### src/rtl/intf_unit.sv
`default_nettype none
// ============================================================================
// Module   : intf_unit
// Brief    : Single-bit status endpoint. Holds a set/clear/toggle status bit,
//            a saturating transition counter and a registered read port that
//            returns the status bit, the PARAM identifier, the func constant
//            or the transition count.
// Options  : INTF_UNIT_FUNC_EN - when defined, read select 2 returns 32'd5;
//            otherwise select 2 returns 0 with an error strobe.
// Revision : 1.0 - initial release
// ============================================================================
module intf_unit #(
  parameter int unsigned PARAM = 0,
  parameter int          CNT_W = 8
) (
  input  logic        clk,
  input  logic        rst_n,
  input  logic [1:0]  op_i,
  input  logic        op_en_i,
  output logic        val_o,
  input  logic        rd_req_i,
  input  logic [1:0]  rd_sel_i,
  output logic [31:0] rd_data_o,
  output logic        rd_valid_o,
  output logic        rd_err_o
);

  localparam logic [1:0] c_OP_NONE   = 2'd0;
  localparam logic [1:0] c_OP_SET    = 2'd1;
  localparam logic [1:0] c_OP_CLEAR  = 2'd2;
  localparam logic [1:0] c_OP_TOGGLE = 2'd3;

  localparam logic [1:0] c_SEL_VAL   = 2'd0;
  localparam logic [1:0] c_SEL_PARAM = 2'd1;
  localparam logic [1:0] c_SEL_FUNC  = 2'd2;
  localparam logic [1:0] c_SEL_CNT   = 2'd3;

  localparam logic [31:0]      c_PARAM   = 32'(PARAM);
  localparam logic [CNT_W-1:0] c_CNT_MAX = {CNT_W{1'b1}};

  logic             val_q, val_d;
  logic [CNT_W-1:0] cnt_q, cnt_d;
  logic [31:0]      rd_data_q, rd_data_d;
  logic             rd_valid_q, rd_valid_d;
  logic             rd_err_q, rd_err_d;

  // The func query is a fixed constant; without the feature it reads as an error.
  logic [31:0] w_func_data;
  logic        w_func_err;
`ifdef INTF_UNIT_FUNC_EN
  assign w_func_data = 32'd5;
  assign w_func_err  = 1'b0;
`else
  assign w_func_data = 32'd0;
  assign w_func_err  = 1'b1;
`endif

  // Next status bit from the qualified write operation.
  always_comb begin
    val_d = val_q;
    if (op_en_i) begin
      case (op_i)
        c_OP_SET:    val_d = 1'b1;
        c_OP_CLEAR:  val_d = 1'b0;
        c_OP_TOGGLE: val_d = ~val_q;
        c_OP_NONE:   val_d = val_q;
        default:     val_d = val_q;
      endcase
    end
  end

  // Count real transitions of the status bit, saturating at all-ones.
  always_comb begin
    cnt_d = cnt_q;
    if ((val_d != val_q) && (cnt_q != c_CNT_MAX)) begin
      cnt_d = cnt_q + {{(CNT_W-1){1'b0}}, 1'b1};
    end
  end

  // Read mux over current-cycle state, so a same-cycle write is not visible.
  always_comb begin
    rd_valid_d = rd_req_i;
    rd_data_d  = rd_data_q;
    rd_err_d   = 1'b0;
    if (rd_req_i) begin
      case (rd_sel_i)
        c_SEL_VAL:   rd_data_d = {31'd0, val_q};
        c_SEL_PARAM: rd_data_d = c_PARAM;
        c_SEL_FUNC: begin
          rd_data_d = w_func_data;
          rd_err_d  = w_func_err;
        end
        c_SEL_CNT:   rd_data_d = 32'(cnt_q);
        default:     rd_data_d = 32'd0;
      endcase
    end
  end

  // State and read-response registers; reset discards any pending response.
  always_ff @(posedge clk or negedge rst_n) begin
    if (!rst_n) begin
      val_q      <= 1'b0;
      cnt_q      <= '0;
      rd_data_q  <= 32'd0;
      rd_valid_q <= 1'b0;
      rd_err_q   <= 1'b0;
    end else begin
      val_q      <= val_d;
      cnt_q      <= cnt_d;
      rd_data_q  <= rd_data_d;
      rd_valid_q <= rd_valid_d;
      rd_err_q   <= rd_err_d;
    end
  end

  assign val_o      = val_q;
  assign rd_data_o  = rd_data_q;
  assign rd_valid_o = rd_valid_q;
  assign rd_err_o   = rd_err_q;

endmodule
`default_nettype wire

### config.mk
export PLATFORM = sky130hd
export DESIGN_NAME = intf_unit
export DESIGN_NICKNAME = d
export VERILOG_FILES = /design/src/rtl/intf_unit.sv
export SDC_FILE = /design/constraint.sdc
export NUM_CORES = 1
export LEC_CHECK = 0
export ABC_CLOCK_PERIOD_IN_PS = 4000
export CORE_AREA = 2 2 51 53
export CTS_CLUSTER_SIZE = 8
export DETAILED_ROUTE_END_ITERATION = 12
export DIE_AREA = 0 0 53 55
export GPL_ROUTABILITY_DRIVEN = 0
export HOLD_SLACK_MARGIN = 0.1
export PLACE_DENSITY = 0.9
export SLEW_MARGIN = 20
export SYNTH_ARGS = -nofsm -noshare
export SYNTH_HDL_FRONTEND = slang
export SYNTH_SLANG_ARGS = --single-unit
### constraint.sdc
create_clock -name clk -period 4 [get_ports clk]
set_input_delay 0.8 -clock clk [delete_from_list [all_inputs] [get_ports clk]]
set_output_delay 0.8 -clock clk [all_outputs]
set_load 0.05 [all_outputs]
After elaboration in Yosys (flattened, before gate mapping)
Index checks and enable logic that the tools add are counted.

Word-level logic and storage cells: 24. Bits in registers: 43. Bits of input ports: 8. Output and inout bits: 35.

Muxes and demuxes: 5. Bitwise operators: 1. Reduce and logical (&&, ||, !) cells: 4. $add $sub $neg: 1. Equal/unequal tests: 8.

Operator list (count): one-hot mux 32 bit (3 select lines) (1); adder 8 x 1 -> 8 bit, second input constant (1); == test 2 bit, second input constant (4); != test 8 bit, second input constant (1); == test 2 x 1 -> 1 bit, second input constant (2); logical NOT 2 bit (2); one-hot mux 1 bit (4 select lines) (1); two-way mux 1 bit (3); OR reduction 2 bit (1); logical AND 1 bit (1); != test 1 bit (1); inverter 1 bit (1).

Depth between registers and ports, before layout
Gate-level depths: netlist of run 1.

Depth in word-level cells: 5. Gate-level depth with buffers: 5. Gate-level depth less buffers: 5.

Least setup slack after synthesis of run 1
No wires, ideal clock.

Kind: in2reg. Start point: input port op_i[1]. End point: register cnt_q[7]. Library setup time: 125 ps. Path slack: 2201 ps. Required time: 3875 ps. Stages: 4. Buffers on the path: 0. Arrival: 1675 ps. Cells stage by stage: mux2i_1 > or2_1 > nor3_2 > mux2_2.

Cells in the longest elaborated chain, start to end: 5.

RTL lines: start, declared (line 18) `input logic [1:0] op_i,`; == test 2 bit (tied with other cells) (line 62) `case (op_i)`; one-hot mux 1 bit (4 select lines) (*) (line 62); two-way mux 1 bit (*) (line 61) `if (op_en_i) begin`; != test 1 bit (*) (line 75) `if ((val_d != val_q) && (cnt_q != c_CNT_MAX)) begin`; logical AND 1 bit (*) (line 75); end signal, assigned (line 109) `cnt_q <= cnt_d;`; end, declared (line 42) `logic [CNT_W-1:0] cnt_q, cnt_d;`.

Mark *: on every way between the ends. The rest lies on a longest branch, timed or not. A chain may end at the register's enable or synchronous reset.

Final worst setup path of run 1
Start point: register val_q, in the netlist val_o. End point: output port val_o.

RTL lines: start, declared (line 41) `logic val_q, val_d;`; start signal, assigned (line 108) `val_q <= val_d;`; end, declared (line 20) `output logic val_o,`.

No word-level cell between the ends.

==> metrics.csv, run 1 <==
metric;value;unit
synth_compound_area_share;10.1;%
yosys_register_bits;19;
fin_worst_skew;0.0103;ns
grt_pass1_vias;639;
clk_latency;0.29;ns
setup_violations;0;
hold_buffers;0;
cts_sinks;19;
cp.arrival;1.55;ns
clk_path_buf_depth;2;
rows;18;
grt_pass1_wl;2.78;mm
synthesis.area;1020;um2
nNetsFinal;136;
wl;1.71;mm
maxCapViolations;0;
seq_area_frac_synth;46.7;%
die_h;55;um
die-area;2920;um2
antenna_found_initial;0;
cpPeakStageDelay;0.84;ns
grt_setup_unrepaired;false;
powerDensity;528;nW/um2
cts_resized;0;
htree_levels;1;
grt_max_degree;20;
synthSimpleGateAreaFrac;14.1;%
cts_tree;done;
io_pins;43;
tns;0;ns
crit_type;reg2out;
tightest_slew;0.821;ns
ant_nets;0;
dp.cells;152;
finalCriticalPeriod;2.35;ns
num_vias;715;
grt_overflow;0;
routed_via_density;4.58;
critPathTopFamily;buffers and inverters;
slew_viol_final;0;
crit_chain;clkdlybuf4s50_1;
wire_per_inst;11.0;um
die_x;53;um
outcome;complete, no violations;
cts_root_buf;clkbuf_4;
period_share;58.8;%
ys_warn_count;0;
p_leak;0.000529;uW
dp_hpwl;1.35;mm
critPathCaptureType;primary output;
synthMuxAreaShare;4.31;%
start_util;43.0;%
io_buffers;18;
crit_buf_inv;1;
drt_drc_violations_left;0;
min_path_type;reg2reg;
synth_top_family_by_area;buffers and inverters;
core_area;2360;um2
startpoint_type;flop;
grt_usage;13.1;%
synth-adder-area-share;1.23;%
syn_inst;107;
drt_iter0_drc;3;
clk_pin_slew_worst_paths;0.11;ns
numCtsBuffers;3;
max-slew-margin-rel;45.1;%
instances_no_fill;156;
n_antenna_cell;0;
worst-r2r-setup-slack;2.35;ns
ir_drop;0.226;mV
path_max_fanout;5;
cp_slowest_cell;clkdlybuf4s50_1;
firstDrtPassIters;3;
required;3.20;ns
synth-xor-area-share;1.72;%
post_cts_buffers;0;
ys_types;26;
area_delta_synth_final;14.1;%
fmax;425;MHz
hold_viol;0;
layout-drive-gt1-share;7.14;%
synth_area_per_cell;9.51;um2
## kinds of logic after synthesis
| family | count (synthesis) |
|---|---|
| buf+inv | 34 |
| other cells | 1 |
| fa+ha+maj | 1 |
| flops | 19 |
| xor+xnor | 2 |
| simple gates | 29 |
| mux | 4 |
| compound gates | 17 |
## cells in the mapped netlist
cell / n / area share (%)
inv_1: 8 / 3.0
and3_1: 1 / 0.62
and3b_1: 1 / 0.86
o22ai_1: 7 / 4.3
nand4_1: 3 / 1.8
xnor2_1: 1 / 0.86
conb_1: 1 / 0.37
buf_4: 24 / 18
xor2_1: 1 / 0.86
nand2_1: 13 / 4.8
nor3_1: 2 / 0.98
nor2b_2: 1 / 0.86
nor2_1: 4 / 1.5
or2_1: 1 / 0.62
ha_1: 1 / 1.2
nand2b_1: 1 / 0.62
nand3_1: 1 / 0.49
clkbuf_1: 2 / 0.74
dfrtp_1: 19 / 47
nor3_2: 1 / 0.98
mux2_2: 3 / 3.3
a31oi_1: 3 / 1.8
o31ai_1: 1 / 0.74
mux2i_1: 1 / 0.98
o21a_1: 1 / 0.74
a21oi_1: 5 / 2.5
## state kept, by name, summed over array words and instances (netlist names)
signal	count
cnt_q	8
rd_data_o	8
rd_err_o	1
rd_valid_o	1
val_o	1
## worst register-to-register path: stages (launching register included)
cell and delay, ns:
dfrtp_1 0.43, ha_1 0.22, nand2_1 0.11, o31ai_1 0.40, mux2_2 0.38
## final cells by class
cell class,instances,area [um2]
clock buffers,3,22.5
flip-flops and latches,19,475
multi-input cells,77,410
fillers,235,1200
clock inverters,1,5.00
inverters,8,30.0
repair buffers,18,180
well taps,30,37.5
## cell usage in the layout, fill, tap and decap left out, drive strengths merged, types with 3 or more instances in the layout
master         count
clkbuf             3
nand4              3
a31oi              3
nor3               3
conb              24
dfrtp             19
a21oi              5
mux2               3
clkdlybuf4s50     18
o22ai              7
inv                8
nor2               4
nand2             13
## final timing paths
kind,startpoint,endpoint,cells past startpoint
setup reg to reg,cnt_q[0],cnt_q[1],4
hold reg to reg,rd_data_o[3],rd_data_o[3],2
hold / removal,rd_data_o[3],rd_data_o[3],2
max in group asynchronous,rst_n,cnt_q[3],1
setup / recovery,val_o,val_o,1
min in group asynchronous,rst_n,rd_err_o,1
## per-layer routing
metal | share of wire [%] | wire, um | track usage, % | up-vias
met5 | 0 | 0 | 0 | -
met4 | 0.88 | 15 | 5.13 | 0
met3 | 7.5 | 128 | 1.88 | 2
met2 | 53 | 909 | 25.4 | 27
met1 | 38 | 656 | 14.4 | 337
li1 | - | - | - | 349
## power breakdown
part / internal, uW / leakage, uW / switching [uW]
combinational: 74.2 / 0.000270 / 159
clock: 37.1 / 0.0000177 / 57.3
sequential: 236 / 0.000242 / 49.1
## stage by stage
step / setup WS (ns) / total power, uW / instance area (um2) / hold WS, ns / utilization (%)
after global routing: 1.59 / 659 / 1160 / 0.564 / 49.1
after floorplan: 2.20 / 476 / 1100 / 0.494 / -
final: 1.65 / 613 / 1160 / 0.541 / 49.1
after global placement: 1.69 / 512 / 1130 / 0.517 / 47.9
after CTS: 1.64 / 618 / 1160 / 0.550 / 49.1
after detailed placement: 1.64 / 524 / 1130 / 0.535 / 47.9
Power figures use the tool's default switching activity.
==> inputs of run 2 (changes only) <==
- ABC_CLOCK_PERIOD_IN_PS: 4000 -> 2300
- CORE_AREA: 2 2 51 53 -> 2 2 53 55
- DIE_AREA: 0 0 53 55 -> 0 0 55 57
- PLACE_DENSITY: 0.9 -> 0.85
- clock period: 4 -> 2.3 ns (I/O delays scaled with it)
==> metrics.csv, run 2 (same netlist as run 1, synthesis figures left out) <==
metric;value;unit
outcome;complete, no violations;
p_int;609;uW
clk_pin_slew_worst_paths;0.10;ns
grt_max_degree;20;
drt_drc_violations_left;0;
rows;19;
area_delta_synth_final;14.9;%
instances_no_fill;158;
fin_worst_skew;0.00266;ns
ant_nets;0;
grt_pass1_vias;664;
nNetsFinal;137;
fmax;495;MHz
max-slew-margin-rel;62.7;%
setup_violations;0;
cp_slowest_cell;clkdlybuf4s50_1;
cts_sinks;19;
p_sw_share;43.1;%
clkPwrFrac;15.2;%
ir_drop;0.370;mV
grt_overflow;0;
layout-drive-gt1-share;7.09;%
dpl_worst_slack;0.274;ns
io_buffers;18;
powerDensity;915;nW/um2
post_cts_buffers;0;
io_pins;43;
slew_viol_final;0;
routed_via_density;4.51;
hold_viol;0;
critPathTopFamily;buffers and inverters;
cts_tree;done;
p_sw;461;uW
antenna_found_initial;0;
crit_buf_inv;1;
dp.cells;154;
setup_slack;0.280;ns
grt_usage;11.7;%
mostFrequentLayoutCell;conb_1;
finalCriticalPeriod;2.02;ns
dp_hpwl;1.32;mm
period_share;87.8;%
wire_per_inst;10.7;um
p_total;1070;uW
grt_setup_unrepaired;false;
cts_resized;0;
cts_root_buf;clkbuf_4;
wl;1.69;mm
tns;0;ns
required;1.84;ns
cp.arrival;1.56;ns
die_x;55;um
firstDrtPassIters;4;
crit_type;reg2out;
path_max_fanout;5;
clk_latency;0.29;ns
min_path_type;in2async;
core_area;2620;um2
startpoint_type;flop;
maxCapViolations;0;
mostFrequentLayoutCells;conb_1 (24), dfrtp_1 (19), clkdlybuf4s50_1 (18), nand2_1 (13), inv_1 (8);
p_seq_share;46.3;%
die-area;3140;um2
clk_path_buf_depth;2;
cpPeakStageDelay;0.83;ns
grt_pass1_wl;2.71;mm
drt_iter0_drc;17;
n_antenna_cell;0;
hold_buffers;0;
start_util;38.9;%
numCtsBuffers;3;
critPathCaptureType;primary output;
combPwrFrac;38.5;%
p_leak;0.000532;uW
htree_levels;1;
crit_chain;clkdlybuf4s50_1;
die_h;57;um
tightest_slew;0.558;ns
num_vias;713;
-- run 2: cell types whose count changed in the layout (fill, tap and decap cells not counted) --
cell / delta
clkbuf_1: +1
clkinv_2: -1
buf_4: +1
-- run 2: power groups by stage --
stage / logic (uW) / registers [uW] / clock network (uW)
6_report: 412 / 495 / 163
5_1_grt: 458 / 508 / 180
4_1_cts: 416 / 493 / 167
3_5_place_dp: 415 / 500 / 0
3_3_place_gp: 398 / 494 / 0
2_1_floorplan: 269 / 559 / 0
-- run 2: layer usage --
layer  vias up  wire (um)  track usage [%]
met5         -          0                0
met4         0         18             5.92
met3         2        131             1.83
met2        33        836             20.6
met1       327        707             13.2
li1        351          -                -
-- run 2: metrics by stage --
stage	cell area [um2]	hold WS (ns)	utilization [%]
6_report	1170	0.498	44.7
5_1_grt	1170	0.514	44.7
4_1_cts	1170	0.502	44.7
3_5_place_dp	1140	0.519	43.7
3_3_place_gp	1140	0.516	43.7
2_1_floorplan	1100	0.164	-
-- run 2: final timing paths --
check                      depth (start not counted)  slack [ns]          from           end
min in group clk                                   2        0.53  rd_data_o[7]  rd_data_o[7]
setup / recovery                                   1        0.28         val_o         val_o
hold reg to reg                                    2        0.53  rd_data_o[7]  rd_data_o[7]
setup reg to reg                                   4        0.64      cnt_q[0]      cnt_q[1]
hold / removal                                     2        0.50         rst_n  rd_data_o[4]
max in group asynchronous                          2        1.61         rst_n      cnt_q[2]
-- run 2: final cells by class --
class	instances	area, um2
Sequential cell	19	475
Multi-Input combinational cell	77	410
Inverter	8	30.0
Tap cell	31	38.8
Timing Repair Buffer	19	188
Clock buffer	4	26.3
Fill cell	255	1450
==> inputs of run 3 (changes only) <==
- SETUP_SLACK_MARGIN: not set -> 0.05
- SLEW_MARGIN: 20 -> not set
==> results of run 3 <==
Final layout, timing and power as in run 2 (identical DEF).
